[src/rtl/load_store_unit.sv]
`default_nettype none
// ============================================================================
// Module   : load_store_unit
// Brief    : Sequences core loads/stores onto a synchronous word RAM, splitting
//            misaligned accesses into two word accesses and extending load data.
// Revision : 1.0
// ============================================================================
module load_store_unit #(
  parameter logic [31:0] DATA_BEGIN = 32'h0001_0000,
  parameter logic [31:0] DATA_END   = 32'h0001_FFFF,
  parameter int          WORD_BITS  = 14
) (
  input  logic                 clock,
  input  logic                 reset,
  input  logic                 req_valid,
  output logic                 req_ready,
  input  logic                 req_write,
  input  logic [2:0]           req_funct3,
  input  logic [31:0]          req_address,
  input  logic [31:0]          req_wdata,
  output logic                 resp_valid,
  output logic [31:0]          resp_rdata,
  output logic                 resp_fault,
  output logic [WORD_BITS-1:0] mem_word_address,
  output logic [3:0]           mem_byteena,
  output logic [31:0]          mem_wdata,
  output logic                 mem_rden,
  output logic                 mem_wren,
  input  logic [31:0]          mem_rdata
);

  typedef enum logic [2:0] {
    IDLE = 3'd0,
    ACC0 = 3'd1,
    ACC1 = 3'd2,
    CAP  = 3'd3,
    DONE = 3'd4
  } state_t;

  state_t               r_state;
  state_t               w_next;
  logic                 r_write;
  logic [2:0]           r_funct3;
  logic [1:0]           r_offset;
  logic [WORD_BITS-1:0] r_word_addr;
  logic [7:0]           r_mask;
  logic [63:0]          r_data;
  logic [31:0]          r_lo_buf;
  logic [31:0]          r_hi_buf;
  logic                 r_fault;

  logic                 w_accept;
  logic [3:0]           w_base;
  logic [32:0]          w_size;
  logic [32:0]          w_last;
  logic                 w_fault;
  logic                 w_split;
  logic [WORD_BITS-1:0] w_hi_addr;
  logic [31:0]          w_merged;
  logic [31:0]          w_load;

  assign req_ready = (r_state == IDLE);
  assign w_accept  = req_valid & req_ready;

  always_comb begin
    w_base = 4'b1111;
    w_size = 33'd4;
    case (req_funct3[1:0])
      2'b00:   begin w_base = 4'b0001; w_size = 33'd1; end
      2'b01:   begin w_base = 4'b0011; w_size = 33'd2; end
      default: ;
    endcase
  end

  // 33-bit end address so a request near 2^32 cannot wrap back into range
  assign w_last  = {1'b0, req_address} + w_size - 33'd1;
  assign w_fault = (&req_funct3[1:0]) | (req_write & req_funct3[2]) |
                   (req_address < DATA_BEGIN) | (w_last > {1'b0, DATA_END});

  assign w_split   = |r_mask[7:4];
  assign w_hi_addr = r_word_addr + {{(WORD_BITS-1){1'b0}}, 1'b1};
  assign w_merged  = 32'({r_hi_buf, r_lo_buf} >> {r_offset, 3'b000});

  always_comb begin
    case (r_funct3)
      3'b000:  w_load = {{24{w_merged[7]}}, w_merged[7:0]};
      3'b001:  w_load = {{16{w_merged[15]}}, w_merged[15:0]};
      3'b100:  w_load = {24'd0, w_merged[7:0]};
      3'b101:  w_load = {16'd0, w_merged[15:0]};
      default: w_load = w_merged;
    endcase
  end

  always_ff @(posedge clock or negedge reset) begin
    if (!reset) begin
      r_state <= IDLE;
    end else begin
      r_state <= w_next;
    end
  end

  always_ff @(posedge clock or negedge reset) begin
    if (!reset) begin
      r_write     <= 1'b0;
      r_funct3    <= 3'd0;
      r_offset    <= 2'd0;
      r_word_addr <= '0;
      r_mask      <= 8'd0;
      r_data      <= 64'd0;
      r_lo_buf    <= 32'd0;
      r_hi_buf    <= 32'd0;
      r_fault     <= 1'b0;
    end else begin
      if (w_accept) begin
        r_write     <= req_write;
        r_funct3    <= req_funct3;
        r_offset    <= req_address[1:0];
        r_word_addr <= req_address[WORD_BITS+1:2];
        r_mask      <= {4'b0000, w_base} << req_address[1:0];
        r_data      <= {32'd0, req_wdata} << {req_address[1:0], 3'b000};
        r_fault     <= w_fault;
      end
      // In ACC1 the RAM presents the low word requested during ACC0
      if (r_state == ACC1 && !r_write) begin
        r_lo_buf <= mem_rdata;
      end
      if (r_state == CAP) begin
        if (w_split) r_hi_buf <= mem_rdata;
        else         r_lo_buf <= mem_rdata;
      end
    end
  end

  always_comb begin
    w_next           = r_state;
    mem_rden         = 1'b0;
    mem_wren         = 1'b0;
    mem_byteena      = 4'd0;
    mem_wdata        = 32'd0;
    mem_word_address = '0;
    resp_valid       = 1'b0;
    resp_fault       = 1'b0;
    resp_rdata       = 32'd0;
    case (r_state)
      IDLE: begin
        if (w_accept) w_next = w_fault ? DONE : ACC0;
      end
      ACC0: begin
        mem_word_address = r_word_addr;
        if (r_write) begin
          mem_wren    = 1'b1;
          mem_byteena = r_mask[3:0];
          mem_wdata   = r_data[31:0];
          w_next      = w_split ? ACC1 : DONE;
        end else begin
          mem_rden = 1'b1;
          w_next   = w_split ? ACC1 : CAP;
        end
      end
      ACC1: begin
        mem_word_address = w_hi_addr;
        if (r_write) begin
          mem_wren    = 1'b1;
          mem_byteena = r_mask[7:4];
          mem_wdata   = r_data[63:32];
          w_next      = DONE;
        end else begin
          mem_rden = 1'b1;
          w_next   = CAP;
        end
      end
      CAP: begin
        w_next = DONE;
      end
      DONE: begin
        resp_valid = 1'b1;
        resp_fault = r_fault;
        resp_rdata = (r_fault | r_write) ? 32'd0 : w_load;
        w_next     = IDLE;
      end
      default: w_next = IDLE;
    endcase
  end

endmodule
`default_nettype wire
[config.mk]
export PLATFORM = sky130hd
export DESIGN_NAME = load_store_unit
export DESIGN_NICKNAME = d
export VERILOG_FILES = /design/src/rtl/load_store_unit.sv
export SDC_FILE = /design/constraint.sdc
export NUM_CORES = 1
export LEC_CHECK = 0
export ABC_AREA = 1
export BUFFER_PORTS_ARGS = -buffer_cell sky130_fd_sc_hd__clkbuf_2
export CELL_PAD_IN_SITES_DETAIL_PLACEMENT = 0
export CELL_PAD_IN_SITES_GLOBAL_PLACEMENT = 2
export CORE_MARGIN = 2
export CORE_UTILIZATION = 31
export CTS_BUF_LIST = sky130_fd_sc_hd__clkbuf_2 sky130_fd_sc_hd__clkbuf_4 sky130_fd_sc_hd__clkbuf_8
export DETAILED_ROUTE_END_ITERATION = 8
export GPL_ROUTABILITY_DRIVEN = 0
export PLACE_DENSITY = 0.85
export SETUP_SLACK_MARGIN = 0.4
export SLEW_MARGIN = 40
export SYNTH_ARGS = -nofsm -noshare
export SYNTH_HDL_FRONTEND = slang
export SYNTH_SLANG_ARGS = --single-unit
[constraint.sdc]
create_clock -name clock -period 2.8 [get_ports clock]
set_input_delay 0.84 -clock clock [delete_from_list [all_inputs] [get_ports clock]]
set_output_delay 0.84 -clock clock [all_outputs]
set_load 0.01 [all_outputs]
==> reports/summary.md <==
The flow ran to the end, but the final reports show violations. The checks that failed: negative setup slack. After synthesis, the netlist uses 45 different library cells.

The area growth from synthesis to layout is 47.9%. Worst-path maximum fanout: 3. The worst setup path startpoint is r_word_addr[1]. The tools report the residual DRC count as 0. In the layout the commonest cells are 417 x nand2_1, 272 x inv_1, 157 x buf_4, 140 x dfrtp_1, 115 x o21ai_0.

The top cell type's share of synthesized area works out to 0.339. The routed layout has 11,600 vias. STA puts the critical path data required time at 1960 ps. In the routed layout, each cell is associated on average with a via count of 4.80. Counting I/O delays and the setup requirement, the final critical path takes 3220 ps. The root buffer cell chosen for the clock tree is clkbuf_8.

For the final routed database, the setup TNS stands at -9720 ps. At the pin with the least slew margin, the transition time is 577 ps. The nature of the critical path endpoint is an output port.

Setup repair after global routing could not meet its margin everywhere. The least setup slack across all paths after layout is -421 ps. The run gives 0 as the total inserted antenna cells.

Maximum level of the CTS H-tree: 4. At the worst endpoint, the arrival time is 2380 ps. Dividing total power by cell area gives a power density of 701 nW/µm².

The worst slack at placement is -418 ps, and the number of placement rows is 67. The run gives 0.00800 µW as the static leakage. The post-synth design cell area is 10,500 µm², and the share of synthesized flip-flops with an asynchronous set or reset is 1.00.

The fraction of the yosys area taken by sequential cells is 0.339, and the total congestion overflow after global routing is 0. The average cell area after synthesis came out at 6.56 µm². The first-pass GRT wire length is 60,100 µm.

The largest total area in the synthesized netlist belongs to dfrtp_1. VDD sags by at most 0.357 mV. Summing all placed instances gives a cell area of 13,100 µm².

In this run the count of I/O pins placed on the die edge is 190. In this run the critical register-to-register path is launched from r_state[1]. The die span in x is 188 µm. The starting utilization of the core area is 0.315, and the largest buffer count on any clock path is 2. The run gives 143 as the TritonCTS sink count.

The fraction of final layout cells sized beyond drive strength 1 was 0.353; the clock tree skew after final layout was 11.0 ps. The violation count after the first detailed-route iteration came out at 607. The min-delay analysis places its worst path in the category in2async. After detailed routing, the total wire length is 38,300 µm. The chip height was 188 µm; the post-route antenna net violation count was 0. The run gives 0.611 as the worst relative slew slack. Across the run, the number of max-cap violations was 0. TritonCTS built the clock tree. Counting every instance in the synthesized netlist gives 1,607. The area of the die was 35,500 µm². After layout, the design draws a total of 10,900 µW. Entering global routing, the biggest net connects 57 pins. The share of the clock period used by the worst path after layout works out to 1.15. Ranked by total cell area, the synthesized netlist is headed by dfrtp_1 34%, nand2_1 16%, inv_1 10%. Number of antenna violations at the first check in global routing: 0. After legalization and detailed placement, the total HPWL measured 28,500 µm.

Final-report hold violation count: 0. In the final design database the tool counted 2,111 nets. The worst setup path is of the reg2out kind.

The total track usage is 0.214. The first detailed-routing pass took 5 iterations. The post-route cell area is 15,600 µm². Clock-pin slew was measured on the worst setup and hold paths at 80 ps. The net count after synthesis came out at 1,756. The region available for standard cell placement spans 33,500 µm². The run gives 68 as the total setup violations reported at the end of the flow. The count of buffers added on input and output ports is 189. The tools report the maximum frequency from static timing analysis as 311 MHz. After detailed routing, the average wire length per cell comes to 15.8 µm. Counting flops with a built-in enable in the synthesized netlist gives 0. Via count of the first global-routing pass: 11,500.

The most used flip-flop cell after synthesis is dfrtp_1. The category of the worst setup path launch point is a register. At the later pin of the worst-skew pair, clock insertion delay measures 460 ps.

Number of fill cells in the layout: 3,480. Most common cell after layout, fill and taps aside: nand2_1. The run gives 17 as the number of clock buffers inserted by TritonCTS.

Core occupancy in the finished layout: 0.465. For the number of warnings printed during yosys synthesis, the log shows 0. The number of max-slew violations in the final report is 0, and the synthesis-stage register bit count is 143.
[sequential cells by signal, indices dropped and copies added (netlist names)]
| signal | flops |
|---|---|
| r_hi_buf | 24 |
| r_lo_buf | 32 |
| r_word_addr | 14 |
| r_data | 56 |
| r_fault | 1 |
| r_mask | 7 |
| r_offset | 2 |
| r_write | 1 |
| r_funct3 | 3 |
| r_state | 3 |
[cell type report]
| cell class | count | area [µm²] | area share |
|---|---|---|---|
| repair buffers | 401 | 3190 | 0.204 |
| well taps | 448 | 561 | 0.0359 |
| inverters | 299 | 1140 | 0.0733 |
| flip-flops and latches | 143 | 3580 | 0.230 |
| repair inverters | 1 | 7.51 | 0.000481 |
| clock buffers | 19 | 262 | 0.0168 |
| clock inverters | 13 | 139 | 0.00890 |
| multi-input cells | 1099 | 6720 | 0.431 |
[report_power, final]
group	internal, µW	total [µW]	leakage, µW	switching, µW
clock network	837	1710	0.000190	871
registers	2820	3250	0.00172	428
logic	2410	5970	0.00609	3560
[final timing paths]
kind	slack, ps	to	cells past startpoint
worst min register to register	490	r_word_addr[3]	2
worst max register to register	840	r_state[2]	11
max in group asynchronous	1940	r_data[19]	2
min in group clock	490	r_word_addr[3]	2
worst max-delay path	-420	mem_word_address[12]	13
worst min-delay path	240	r_hi_buf[12]	1
[stage by stage]
step           cells  hold slack (ps)
2_1_floorplan   1607              446
3_3_place_gp    2328              461
3_5_place_dp    2328              470
4_1_cts         2403              218
5_1_grt         2423              220
6_report        2423              235
[layer usage]
metal	track usage	share of wire	vias to the layer above
met1	0.276	0.44	5457
li1	-	-	5835
met2	0.377	0.50	269
met5	0	0	-
met4	0.0577	0.020	0
met3	0.0287	0.041	58
[critical path, cell delays in order (launching register included)]
cell and delay, ps:
dfrtp_1 370, ha_2 190, nand2_2 70, nor2_4 130
inv_2 50, nor2_4 130, nand3_4 90, nor3_4 190
inv_2 80, nor3_4 190, nand3_1 90, a22oi_1 140
nor2_1 70, clkbuf_2 130
[cells by family (layout without fill, tap and decap cells)]
family	count (synthesis)	count (layout)	share of synthesized area
AND/OR/NAND/NOR	691	692	0.273
buffers and inverters	366	733	0.133
AO/OA/AOI/OAI	344	344	0.183
flip-flops	143	143	0.339
adder cells (fa/ha/maj)	46	46	0.0553
multiplexers	16	16	0.0161
XOR/XNOR	1	1	0.000831
[cells in the mapped netlist, types with 2 or more instances]
cell and n:
mux2i_1 8, nand4_1 13, nand2_2 6, clkinv_1 2, o21ai_1 3, nand3b_1 2, a21oi_2 4, o21bai_1 8
nor2_2 8, clkbuf_1 53, buf_2 12, o32ai_1 3, dfrtp_1 143, mux2_2 8, o21ai_0 157, nor3_1 11
a211oi_1 7, nand3_1 61, ha_1 45, inv_2 8, nor3_2 6, o31ai_1 9, inv_1 289, nor2_1 107
nand2_1 454, a21oi_1 83, a221oi_1 7, o22ai_1 54, o211ai_1 4, and2_1 2, or2_2 16
[repair_timing]
item                       4_1_cts  5_1_grt
gates resized for setup        237      225
pin swaps                       40       43
setup buffers                   37       16
hold buffers                     0        0
cloned                           6        4
setup endpoints to repair       88       87
No activity file was read; power rests on OpenSTA's default activity.
